File: src/rtl/freq_mult_param.sv
// freq_mult_param: measures InFreq period in RefClk cycles and synthesises OutFreq at n times that rate
module freq_mult_param #(
  parameter int CNT_W = 16,
  parameter int N_W = 3,
  parameter bit TRACK = 1'b0
) (
  input  logic             RefClk,
  input  logic             rst,
  input  logic             adjust,
  input  logic             InFreq,
  input  logic [N_W-1:0]   n,
  output logic             OutFreq,
  output logic             done,
  output logic             locked,
  output logic             ovf,
  output logic [CNT_W-1:0] period,
  output logic [CNT_W-1:0] shiftduration
);
  typedef enum logic [2:0] {IDLE, SYNC, MEASURE, DIVIDE, RUN} state_t;
  localparam int SW = $clog2(CNT_W + 1);
  localparam logic [CNT_W-1:0] MAX = '1;
  state_t state, state_n;
  logic s1, s2, s3, rise;
  logic [CNT_W-1:0] cnt, hcnt, quo, q_next, h_new, div_p, pend_p, pend_h;
  logic [N_W:0] rem, dvsr;
  logic [N_W+1:0] rem_sh;
  logic [N_W-1:0] n_cap;
  logic [SW-1:0] step;
  logic div_busy, div_fin, pend_v, counting, cnt_ovf, toggle, quo_bit;
  assign rise = s2 & ~s3;
  assign locked = state == RUN;
  assign dvsr = {n_cap, 1'b0};
  assign rem_sh = {rem, quo[CNT_W-1]};
  assign quo_bit = rem_sh >= {1'b0, dvsr};
  assign q_next = {quo[CNT_W-2:0], quo_bit};
  assign h_new = (q_next == '0) ? CNT_W'(1) : q_next;
  assign div_fin = div_busy && step == SW'(CNT_W - 1);
  assign counting = state == SYNC || state == MEASURE || (TRACK && (state == DIVIDE || state == RUN));
  assign cnt_ovf = counting && !rise && cnt == MAX;
  assign toggle = state == RUN && hcnt == shiftduration;
  always_comb begin
    state_n = state;
    if (adjust) state_n = SYNC;
    else if (cnt_ovf) state_n = IDLE;
    else if (state == SYNC && rise) state_n = MEASURE;
    else if (state == MEASURE && rise) state_n = DIVIDE;
    else if (state == DIVIDE && div_fin) state_n = RUN;
  end
  always_ff @(posedge RefClk)
    if (rst) state <= IDLE;
    else state <= state_n;
  always_ff @(posedge RefClk) begin
    if (rst) begin
      {s1, s2, s3} <= '0;
      cnt <= '0;
      hcnt <= '0;
      quo <= '0;
      rem <= '0;
      step <= '0;
      div_busy <= 1'b0;
      div_p <= '0;
      pend_p <= '0;
      pend_h <= '0;
      pend_v <= 1'b0;
      n_cap <= '0;
      OutFreq <= 1'b0;
      done <= 1'b0;
      ovf <= 1'b0;
      period <= '0;
      shiftduration <= '0;
    end else begin
      s1 <= InFreq;
      s2 <= s1;
      s3 <= s2;
      done <= 1'b0;
      if (adjust) begin
        n_cap <= (n == '0) ? N_W'(1) : n;
        ovf <= 1'b0;
        cnt <= '0;
        OutFreq <= 1'b0;
        div_busy <= 1'b0;
        pend_v <= 1'b0;
      end else begin
        if (counting) cnt <= rise ? '0 : cnt + 1'b1;
        if (state == MEASURE && rise) period <= cnt + 1'b1;
        if (div_busy) begin
          quo <= q_next;
          rem <= quo_bit ? (N_W + 1)'(rem_sh - {1'b0, dvsr}) : rem_sh[N_W:0];
          step <= step + 1'b1;
        end
        if (rise && (state == MEASURE || (TRACK && state == RUN && !div_busy))) begin
          quo <= cnt + 1'b1;
          div_p <= cnt + 1'b1;
          rem <= '0;
          step <= '0;
          div_busy <= 1'b1;
        end
        if (state == RUN) begin
          hcnt <= toggle ? CNT_W'(1) : hcnt + 1'b1;
          if (toggle) OutFreq <= ~OutFreq;
          // background results only take effect on a toggle so no half-cycle is cut short
          if (toggle && pend_v) begin
            shiftduration <= pend_h;
            period <= pend_p;
            pend_v <= 1'b0;
          end
        end
        if (div_fin) begin
          div_busy <= 1'b0;
          if (state == DIVIDE) begin
            shiftduration <= h_new;
            done <= 1'b1;
            hcnt <= CNT_W'(1);
            OutFreq <= 1'b0;
          end else begin
            pend_h <= h_new;
            pend_p <= div_p;
            pend_v <= 1'b1;
          end
        end
        if (cnt_ovf) begin
          ovf <= 1'b1;
          OutFreq <= 1'b0;
          div_busy <= 1'b0;
          pend_v <= 1'b0;
        end
      end
    end
  end
endmodule

File: config.mk
export PLATFORM = sky130hd
export DESIGN_NAME = freq_mult_param
export DESIGN_NICKNAME = d
export VERILOG_FILES = /design/src/rtl/freq_mult_param.sv
export SDC_FILE = /design/constraint.sdc
export NUM_CORES = 1
export LEC_CHECK = 0
export ABC_AREA = 1
export BUFFER_PORTS_ARGS = -buffer_cell sky130_fd_sc_hd__buf_2
export CELL_PAD_IN_SITES_DETAIL_PLACEMENT = 2
export CELL_PAD_IN_SITES_GLOBAL_PLACEMENT = 2
export CORE_MARGIN = 4
export CORE_UTILIZATION = 35
export CTS_CLUSTER_DIAMETER = 60
export DETAILED_ROUTE_END_ITERATION = 8
export PLACE_DENSITY = 0.83
export SYNTH_ARGS = -nofsm -noshare
export SYNTH_HDL_FRONTEND = slang
export SYNTH_SLANG_ARGS = --single-unit
File: constraint.sdc
create_clock -name RefClk -period 3 [get_ports RefClk]
set_input_delay 0.75 -clock RefClk [delete_from_list [all_inputs] [get_ports RefClk]]
set_output_delay 0.75 -clock RefClk [all_outputs]
set_load 0.02 [all_outputs]
Word level (Yosys, flattened, before mapping)
Index checks and enable logic that the tools add are counted.
{"block": "totals", "reg_bits": 151, "latchBits": 0, "ramBits": 0, "mem_bits_ro": 0, "inputBits": 7, "out_inout_bits": 36, "elab_cells": 98, "mem_count": 0}
{"block": "classes", "n_addsub": 4, "mul": 0, "div": 0, "order_cmp": 1, "eq_ne": 7, "shifts": 0, "mux": 35, "bitwise": 6, "n_reduce_logical": 23}
{"operator": "two-way mux 16 bit", "n": 15}
{"operator": "adder 16 x 1 -> 16 bit (second input constant)", "n": 2}
{"operator": "equality test 16 bit", "n": 1}
{"operator": "equality test 16 bit (second input constant)", "n": 1}
{"operator": "logical NOT 16 bit", "n": 1}
{"operator": "two-way mux 4 bit", "n": 3}
{"operator": "two-way mux 1 bit", "n": 11}
{"operator": "two-way mux 5 bit", "n": 2}
{"operator": "logical AND 1 bit", "n": 8}
{"operator": "equality test 3 x 2 -> 1 bit (second input constant)", "n": 2}
{"operator": "two-way mux 2 bit", "n": 3}
{"operator": "OR reduction 3 bit", "n": 2}
{"operator": "adder 5 x 1 -> 5 bit (second input constant)", "n": 1}
{"operator": "equality test 5 x 4 -> 1 bit (second input constant)", "n": 1}
{"operator": ">= comparator 5 x 4 -> 1 bit", "n": 1}
{"operator": "NOT 1 bit", "n": 5}
{"operator": "nonzero test 5 bit", "n": 1}
{"operator": "OR reduction 5 bit", "n": 1}
{"operator": "AND reduction 2 bit", "n": 2}
{"operator": "OR reduction 4 bit", "n": 1}
{"operator": "subtractor 4 bit", "n": 1}
{"operator": "equality test 3 x 1 -> 1 bit (second input constant)", "n": 1}
{"operator": "equality test 3 bit (second input constant)", "n": 1}
{"operator": "logical NOT 3 bit", "n": 1}
{"operator": "8 further kinds", "n": 8}

Logic depth before layout (Yosys ltp)
Gate-level depths: netlist of run 1.
{"block": "logic_depth", "ltp_word": 8, "depth_mapped": 14, "mapped_depth_nobuf": 13}

Worst setup path before layout of run 1
Ideal clock, no wire load.
{"block": "synth_path", "path_type": "input port to flip-flop", "startpoint": "input adjust", "endpoint": "register state[0]", "setup_time_ps": 113, "arrival_time_ps": 1757, "required_ps": 2887, "slack_ps": 1131, "path_stages": 8, "n_path_buf": 2, "path_cell_list": "buf_2 > inv_1 > clkbuf_1 > nand2_1 > nor3_1 > nand2_1 > nand2_1 > nor2_1"}
{"block": "synth_via", "elab_chain_len": 1, "word_cells_on_any_way": 2, "classes_between": "mux (1); reduce/logical (1)"}
{"item": "from (decl)", "line": "9", "source": "input logic adjust,"}
{"item": "nonzero test 5 bit (no line) / two-way mux 1 bit (equally long branches)"}
{"item": "to (signal assigned)", "line": "51", "source": "else state <= state_n;"}
{"item": "to (decl)", "line": "22", "source": "state_t state, state_n;"}
Parallel ways exist; a longest one is shown, timed or not.
A chain may end at the register's enable or synchronous reset.

Worst setup path after layout of run 1
{"block": "layout_path", "startpoint": "register s2", "endpoint": "register step[3]"}
{"block": "layout_via", "elab_chain_len": 4, "word_cells_on_any_way": 5, "classes_between": "mux (1); bitwise (1); reduce/logical (3)"}
{"item": "from (decl)", "line": "23", "source": "logic s1, s2, s3, rise;"}
{"item": "from (signal assigned)", "line": "54", "source": "{s1, s2, s3} <= '0;"}
{"item": "from (signal assigned)", "line": "73", "source": "s2 <= s1;"}
{"item": "AND 1 bit *", "line": "30", "source": "assign rise = s2 & ~s3;"}
{"item": "logical AND 1 bit *", "line": "91", "source": "if (rise && (state == MEASURE || (TRACK && state == RUN && !div_busy))) begin"}
{"item": "nonzero test 2 bit (no line)"}
{"item": "AND reduction 2 bit (no line)"}
{"item": "to (signal assigned)", "line": "89", "source": "step <= step + 1'b1;"}
{"item": "to (decl)", "line": "28", "source": "logic [SW-1:0] step;"}
Mark *: on every way between the ends. The rest lies on a longest branch, timed or not.

==> results of run 1 <==
==> stage by stage <==
step | instances | util | hold WS [ps] | power [W]
2_1_floorplan | 1104 | - | 388 | 0.00216
3_3_place_gp | 1377 | 0.383 | 398 | 0.00221
3_5_place_dp | 1377 | 0.383 | 398 | 0.00222
4_1_cts | 1409 | 0.413 | 408 | 0.00448
5_1_grt | 1409 | 0.413 | 426 | 0.00460
6_report | 1409 | 0.413 | 404 | 0.00445
==> metal layers <==
metal  track usage  vias up  share of wire  wire length (µm)
met5             0        -              0                 0
met4        0.0690        0          0.018               499
met3        0.0289       30          0.021               577
met2         0.415       89           0.51             13900
met1         0.289     3733           0.45             12200
li1              -     3574              -                 -
==> final cells by class <==
type	instances	area (µm²)
flip-flops and latches	151	3020
multi-input cells	774	3680
well taps	270	338
fillers	2498	12100
inverters	126	475
clock buffers	21	470
repair buffers	56	353
clock inverters	11	148
==> layout by cell type (no fill, tap or decap), types with 2 or more instances in the layout <==
| cell type | netlist | layout |
|---|---|---|
| sky130_fd_sc_hd__clkinvlp_4 | 0 | 4 |
| sky130_fd_sc_hd__a31oi_1 | 5 | 5 |
| sky130_fd_sc_hd__a21oi_1 | 87 | 87 |
| sky130_fd_sc_hd__nor2_4 | 3 | 3 |
| sky130_fd_sc_hd__clkbuf_8 | 0 | 3 |
| sky130_fd_sc_hd__ha_1 | 7 | 7 |
| sky130_fd_sc_hd__nor2_1 | 95 | 91 |
| sky130_fd_sc_hd__xor2_1 | 17 | 17 |
| sky130_fd_sc_hd__inv_2 | 11 | 11 |
| sky130_fd_sc_hd__nand2_1 | 296 | 296 |
| sky130_fd_sc_hd__bufinv_16 | 0 | 3 |
| sky130_fd_sc_hd__nor3_1 | 14 | 14 |
| sky130_fd_sc_hd__nor4_1 | 3 | 3 |
| sky130_fd_sc_hd__buf_2 | 19 | 42 |
| sky130_fd_sc_hd__nor2_2 | 9 | 13 |
| sky130_fd_sc_hd__clkbuf_16 | 0 | 17 |
| sky130_fd_sc_hd__inv_1 | 113 | 113 |
| sky130_fd_sc_hd__clkinv_4 | 0 | 2 |
| sky130_fd_sc_hd__nand3_1 | 101 | 101 |
| sky130_fd_sc_hd__nand3_4 | 2 | 2 |
| sky130_fd_sc_hd__o21ai_0 | 103 | 103 |
| sky130_fd_sc_hd__xnor2_1 | 5 | 5 |
| sky130_fd_sc_hd__dfxtp_1 | 151 | 151 |
| sky130_fd_sc_hd__nand4_1 | 11 | 11 |
| sky130_fd_sc_hd__buf_4 | 4 | 11 |
| sky130_fd_sc_hd__o21bai_1 | 2 | 2 |
| sky130_fd_sc_hd__o211ai_1 | 3 | 3 |
| sky130_fd_sc_hd__clkinv_2 | 0 | 2 |
| sky130_fd_sc_hd__buf_12 | 0 | 3 |
==> sequential cells by signal (all words and copies together), names as in the netlist <==
name,flops
cnt,16
div_p,16
hcnt,16
pend_h,16
pend_p,16
period,16
quo,16
shiftduration,16
step,5
rem,4
n_cap,3
state,3
OutFreq,1
div_busy,1
done,1
ovf,1
pend_v,1
s1,1
s2,1
s3,1
==> synthesized netlist by cell type, types with 5 or more instances <==
master                       n  area share
sky130_fd_sc_hd__clkbuf_1   29       0.015
sky130_fd_sc_hd__dfxtp_1   151        0.41
sky130_fd_sc_hd__nor3_1     14      0.0095
sky130_fd_sc_hd__nand4_1    11      0.0093
sky130_fd_sc_hd__nand3_1   101       0.068
sky130_fd_sc_hd__nor2_2      9      0.0076
sky130_fd_sc_hd__nand2_1   296        0.15
sky130_fd_sc_hd__ha_1        7       0.012
sky130_fd_sc_hd__buf_2      19       0.013
sky130_fd_sc_hd__inv_1     113       0.057
sky130_fd_sc_hd__xor2_1     17       0.020
sky130_fd_sc_hd__nor2_1     95       0.048
sky130_fd_sc_hd__a21oi_1    87       0.059
sky130_fd_sc_hd__inv_2      11      0.0056
sky130_fd_sc_hd__xnor2_1     5      0.0059
sky130_fd_sc_hd__o21ai_0   103       0.070
sky130_fd_sc_hd__a31oi_1     5      0.0042
==> kinds of logic after synthesis <==
| logic type | after synthesis |
|---|---|
| AOI/OAI and AO/OA | 203 |
| DFF | 151 |
| buffers and inverters | 179 |
| xor gates and xnor gates | 22 |
| adders and majority gates | 8 |
| and+or+nand+nor | 541 |
==> power groups by stage <==
| stage | clock network, W | registers (W) | logic (W) |
|---|---|---|---|
| final | 0.00228 | 0.00202 | 0.000155 |
| after detailed placement | 0 | 0.00206 | 0.000153 |
| after floorplan | 0 | 0.00206 | 0.0000980 |
| after CTS | 0.00230 | 0.00202 | 0.000156 |
| after global placement | 0 | 0.00206 | 0.000149 |
| after global routing | 0.00241 | 0.00202 | 0.000173 |
==> worst max path at each step <==
stage	end	slack, ps	startpoint
floorplan	state[0]$_SDFFE_PP0P_	1130	adjust
global placement	hcnt[13]$_SDFFE_PP0N_	750	adjust
detailed placement	hcnt[13]$_SDFFE_PP0N_	690	adjust
CTS	step[3]$_SDFFE_PP0P_	670	s2$_SDFF_PP0_
global route	step[3]$_SDFFE_PP0P_	430	s2$_SDFF_PP0_
finish	step[3]$_SDFFE_PP0P_	690	s2$_SDFF_PP0_
==> worst max-delay path, stage by stage (launching register included) <==
cell                      delay [ps]
sky130_fd_sc_hd__dfxtp_1         320
sky130_fd_sc_hd__inv_2            40
sky130_fd_sc_hd__nor2_1          230
sky130_fd_sc_hd__inv_1           150
sky130_fd_sc_hd__nor2_4          250
sky130_fd_sc_hd__nor2_1          120
sky130_fd_sc_hd__nor2_1          170
sky130_fd_sc_hd__inv_1           270
sky130_fd_sc_hd__buf_4           290
sky130_fd_sc_hd__o21ai_0         160
sky130_fd_sc_hd__nor3b_1         220
==> PnR_summary.wiki, run 1 <==
{| class="wikitable"
! Metric !! Value
|-
| Run status || finished clean
|-
| Area Overhead vs Synth || 14.5%
|-
| Terminating pin of the worst hold path || s2$_SDFF_PP0_
|-
| Final GP Congestion || 0.829
|-
| Total vias in the final route || 7,426
|-
| Max Fanout on Critical Path || 14
|-
| Capture instance of the worst register-to-register path || step[3]$_SDFFE_PP0P_
|-
| Synth Area in Compound Gates || 0.142
|-
| CTS Buffer Depth || 2
|-
| Summed negative setup slack over all endpoints || 0 ps
|-
| DRT iter0 DRCs || 308
|-
| Sink count of the clock tree || 151
|-
| Setup slack after placement || 690 ps
|-
| Sequential Power Share || 0.453
|-
| Simple-gate portion of the synthesized area || 0.313
|-
| Starting utilization of the core area || 0.360
|-
| Combinational power share || 0.035
|-
| Resized Gates After CTS || 0
|-
| HPWL Detailed || 18.3 mm
|-
| Antenna Nets Post-Route || 0
|-
| Startpoint Class || register
|-
| Cell leakage power || 3.73 nW
|-
| All-Layer GR Usage || 0.231
|-
| Count of buffers from port buffering || 42
|-
| Antenna violations before repair || 0
|-
| Final number of setup-violating endpoints || 0
|-
| Switching part of the total power || 0.231
|-
| Maximum number of pins on one net before global-route repair || 58
|-
| Share of the clock period used by the worst path after layout || 0.771
|-
| Fraction of synthesis flops using an asynchronous set or reset pin || 0
|-
| Crit. End Element || register
|-
| Unique cell type count in the Yosys netlist || 37
|-
| Number of nets in the finished design || 1,141
|-
| Min Tclk post-route || 2310 ps
|-
| Remaining routing DRC violations || 0
|-
| Final antenna diode count || 0
|-
| Highest attainable clock frequency || 432 MHz
|-
| Clock slew at reported path FFs || 60 ps
|-
| Remaining max-slew budget at the tightest pin || 0.484
|-
| Floorplan die area || 0.0236 mm²
|-
| Share of final-layout standard cells stronger than drive strength 1 || 0.106
|-
| Vias/cell || 5.27
|-
| Count of buffers added by post-CTS timing repair for setup || 0
|-
| Synth Area in Adders || 0.0145
|-
| Number of levels the H-tree was split into || 4
|-
| Number of synthesized flops with an enable pin || 0
|-
| Clk network pwr share || 0.513
|-
| Xor and xnor area share after synthesis || 0.0260
|-
| Gate count after technology mapping || 1,104
|-
| Hold Path Cell Cnt || 2
|-
| Top flip-flop cell by instance count after synthesis || sky130_fd_sc_hd__dfxtp_1
|-
| Worst reg2reg path depth || 10
|-
| R2r setup slk || 690 ps
|-
| Number of search-and-repair iterations in the first detailed-routing pass || 5
|-
| Unrepaired setup endpoints after global routing || false
|-
| MaxCap Viol Count || 0
|-
| Data arrival time at the worst-slack endpoint || 2660 ps
|-
| Path class of the lowest-slack min-delay path || register to register
|-
| Net switching power || 0.00103 W
|-
| Vias in the first global route || 7,962
|-
| Total global routing overflow || 0
|-
| Maximum clock skew at final layout || 13.1 ps
|-
| Skew-Pair Late Insertion Delay || 440 ps
|-
| Number of hold buffers added after CTS || 0
|-
| Post-layout worst setup margin || 688 ps
|-
| Final std cell area, no fill || 0.00848 mm²
|-
| Number of top-level pins || 43
|-
| TritonCTS clock tree || done
|-
| Global-route wire length before repair || 43.9 mm
|-
| Post-Syn Area per Cell || 6.71 µm²
|-
| Netlist area before placement || 0.00741 mm²
|-
| Hold Violations, Final || 0
|-
| Crit Path Class || register to register
|-
| Die X || 154 µm
|-
| Flop and latch count out of synthesis || 151
|-
| Share of cell area taken by muxes after synthesis || 0
|-
| Hold_sp || s1$_SDFF_PP0_
|-
| Synthesized net count || 1,119
|-
| Dominant combinational cell family by area after synthesis || simple AND/OR/NAND/NOR gates
|-
| Internal Dissipation || 0.00343 W
|-
| Portion of the post-synthesis area used by sequential elements || 0.408
|-
| Power density cells || 525 mW/mm²
|-
| Placement-stage cell area || 0.00787 mm²
|-
| Number of buffers inserted during clock tree synthesis || 17
|-
| Core box area || 0.0206 mm²
|-
| Fin. max-slew vios || 0
|-
| Warning count from the yosys run || 0
|-
| Die height || 154 µm
|-
| Wire length reported by the detailed router || 27.2 mm
|-
| Cell Rows || 52
|-
| Reg-to-reg critical path startpoint || s2$_SDFF_PP0_
|-
| Maximum VDD drop || 366 µV
|-
| Library cell used as clock root buffer || sky130_fd_sc_hd__clkbuf_16
|-
| Slew at the pin closest to its max-slew limit || 773 ps
|-
| Required time worst endpoint || 3350 ps
|-
| Routed len/inst || 19.3 µm
|}
Power figures use the tool's default switching activity.
==> inputs of run 2 (changes only) <==
CORE_UTILIZATION = 31   (was 35)
PLACE_DENSITY = 0.78   (was 0.83)
clock period = 2.05 ns   (was 3 ns; I/O delays follow)
==> run 2 against run 1 <==
Net effect: cell count is 6.2% higher; power rose by 47%; global-route usage shrank 2.2 points; fmax up 15%; worst hold slack got worse by 120 ps; final area increased by 7.7%; critical path type unchanged; count of clock-buffer cells in the layout shrank 3; setup slack worse by 650 ps; critical path depth is 1 higher; via count increased by 2.4%.
==> PnR_summary.wiki, run 2 (synthesized netlist as in run 1, its figures left out) <==
{| class="wikitable"
! Metric !! Value
|-
| Number of levels the H-tree was split into || 4
|-
| Sink count of the clock tree || 151
|-
| Most common cell after layout, fill and taps aside || sky130_fd_sc_hd__nand2_1
|-
| Largest incremental delay on the critical path || 360 ps
|-
| Share of final-layout standard cells stronger than drive strength 1 || 0.166
|-
| Remaining max-slew budget at the tightest pin || 0.608
|-
| Number of filler instances in the final layout || 2,770
|-
| Total vias in the final route || 7,605
|-
| TritonCTS clock tree || done
|-
| Met1 GRT Util || 0.263
|-
| Wire length reported by the detailed router || 28.9 mm
|-
| Hold Path Cell Cnt || 3
|-
| Total global routing overflow || 0
|-
| Post-layout worst setup margin || 39.8 ps
|-
| Maximum clock skew at final layout || 11.7 ps
|-
| Worst path slowest cell || sky130_fd_sc_hd__dfxtp_2
|-
| Final antenna diode count || 0
|-
| Met2 usage || 0.380
|-
| Power density cells || 715 mW/mm²
|-
| Maximum number of pins on one net before global-route repair || 45
|-
| Final number of setup-violating endpoints || 0
|-
| DRT iter0 DRCs || 353
|-
| Final GP Congestion || 0.781
|-
| Cell leakage power || 4.00 nW
|-
| Placement-stage cell area || 0.00821 mm²
|-
| Remaining routing DRC violations || 0
|-
| Max Fanout on Critical Path || 4
|-
| Path class of the lowest-slack min-delay path || input port to register
|-
| Library cell used as clock root buffer || sky130_fd_sc_hd__clkbuf_16
|-
| Vias in the first global route || 8,118
|-
| Maximum VDD drop || 419 µV
|-
| Die X || 163 µm
|-
| MaxCap Viol Count || 0
|-
| Share of the clock period used by the worst path after layout || 0.981
|-
| Crit. End Element || register
|-
| HPWL Detailed || 18.8 mm
|-
| Unrepaired setup endpoints after global routing || true
|-
| Floorplan die area || 0.0264 mm²
|-
| Die height || 163 µm
|-
| Top Usage Layer GRT || met2
|-
| Area Overhead vs Synth || 23.3%
|-
| Worst reg2reg path depth || 11
|-
| Core box area || 0.0235 mm²
|-
| Setup slack after placement || -9.38 ps
|-
| Count of buffers from port buffering || 42
|-
| Antenna Nets Post-Route || 0
|-
| CTS Buffer Depth || 2
|-
| Number of nets in the finished design || 1,180
|-
| Data arrival time at the worst-slack endpoint || 2360 ps
|-
| Share of the core filled with cells || 0.389
|-
| Run status || finished clean
|-
| Number of hold buffers added after CTS || 0
|-
| Critical path, cell by cell || ha_4 -> inv_1 -> nor3_2 -> ha_2 -> nand2_1 -> or2_4 -> nor2_4 -> buf_6 -> buf_4 -> o21ai_1 -> a21oi_1
|-
| Highest attainable clock frequency || 497 MHz
|-
| Min Tclk post-route || 2010 ps
|-
| Startpoint Class || register
|-
| Fin. max-slew vios || 0
|-
| Skew-Pair Late Insertion Delay || 430 ps
|-
| Vias/cell || 5.08
|-
| Required time worst endpoint || 2400 ps
|-
| Slew at the pin closest to its max-slew limit || 584 ps
|-
| Number of buffers inserted during clock tree synthesis || 17
|-
| Global-route wire length before repair || 44.1 mm
|-
| Antenna violations before repair || 0
|-
| Routed len/inst || 19.3 µm
|-
| All-Layer GR Usage || 0.209
|-
| Global routing met3 resource utilization || 0.0304
|-
| Starting utilization of the core area || 0.316
|-
| Summed negative setup slack over all endpoints || 0 ps
|-
| Crit Path Class || register to register
|-
| Number of search-and-repair iterations in the first detailed-routing pass || 4
|-
| Final std cell area, no fill || 0.00914 mm²
|-
| Clock slew at reported path FFs || 70 ps
|-
| Number of top-level pins || 43
|-
| Most frequent cells in the layout || sky130_fd_sc_hd__nand2_1 (293), sky130_fd_sc_hd__dfxtp_1 (148), sky130_fd_sc_hd__inv_1 (112)
|-
| Total power of the final layout || 0.00653 W
|-
| Cell Rows || 56
|-
| Hold Violations, Final || 0
|}
-- run 2: changes by cell type in the layout (fill, tap and decap cells not counted), moves of 4 or more --
cell / previous run / this run
sky130_fd_sc_hd__buf_12: 3 / 10
sky130_fd_sc_hd__buf_4: 11 / 35
sky130_fd_sc_hd__buf_6: 0 / 4
sky130_fd_sc_hd__inv_6: 0 / 5
sky130_fd_sc_hd__nor2_1: 91 / 81
sky130_fd_sc_hd__nor2_2: 13 / 20
sky130_fd_sc_hd__o21ai_0: 103 / 89
sky130_fd_sc_hd__o21ai_1: 1 / 6
sky130_fd_sc_hd__o21ai_2: 0 / 8
-- run 2: metrics by stage --
step	hold slack [ps]	instances
floorplan	388	1104
global placement	397	1452
detailed placement	403	1452
CTS	280	1484
global route	289	1497
finish	285	1497
-- run 2: worst paths after layout --
path              slack [ps]                  from                     end
setup / recovery          40  step[0]$_SDFFE_PP0P_  pend_h[3]$_SDFFE_PP0P_
hold / removal           280                InFreq           s1$_SDFF_PP0_
setup reg to reg          40  step[0]$_SDFFE_PP0P_  pend_h[3]$_SDFFE_PP0P_
hold reg to reg          410         s1$_SDFF_PP0_           s2$_SDFF_PP0_
-- run 2: routing by layer --
layer  vias to the layer above  share of wire
li1                       3666              -
met1                      3834           0.44
met2                        84           0.53
met3                        21          0.020
met4                         0          0.011
met5                         -              0
-- run 2: worst max-delay path: cells and delay by family (launching register included) --
kind	cells	cell delay (ps)
simple gates	4	680
flops	1	360
buf+inv	3	340
fa+ha+maj	2	330
compound gates	2	230
-- run 2: layout make-up --
| class | instances | area [µm²] | share of cell area |
|---|---|---|---|
| clock inverter | 14 | 174 | 0.0190 |
| tap | 319 | 399 | 0.0437 |
| clock buffer | 18 | 429 | 0.0470 |
| timing repair buffer | 95 | 808 | 0.0885 |
| inverter | 126 | 480 | 0.0526 |
| multi-input combinational | 774 | 3820 | 0.418 |
| sequential | 151 | 3030 | 0.331 |
-- run 2: timing repair --
item	CTS	global route
cloned	0	7
resized for setup	7	57
endpoints found under the setup margin	7	67
pin swaps	0	5
buffers inserted	0	6
-- run 2: where the power goes --
part	internal, W	total (W)	switching [W]
registers	0.00294	0.00295	0.00000807
clock network	0.00193	0.00331	0.00138
logic	0.0000842	0.000268	0.000183
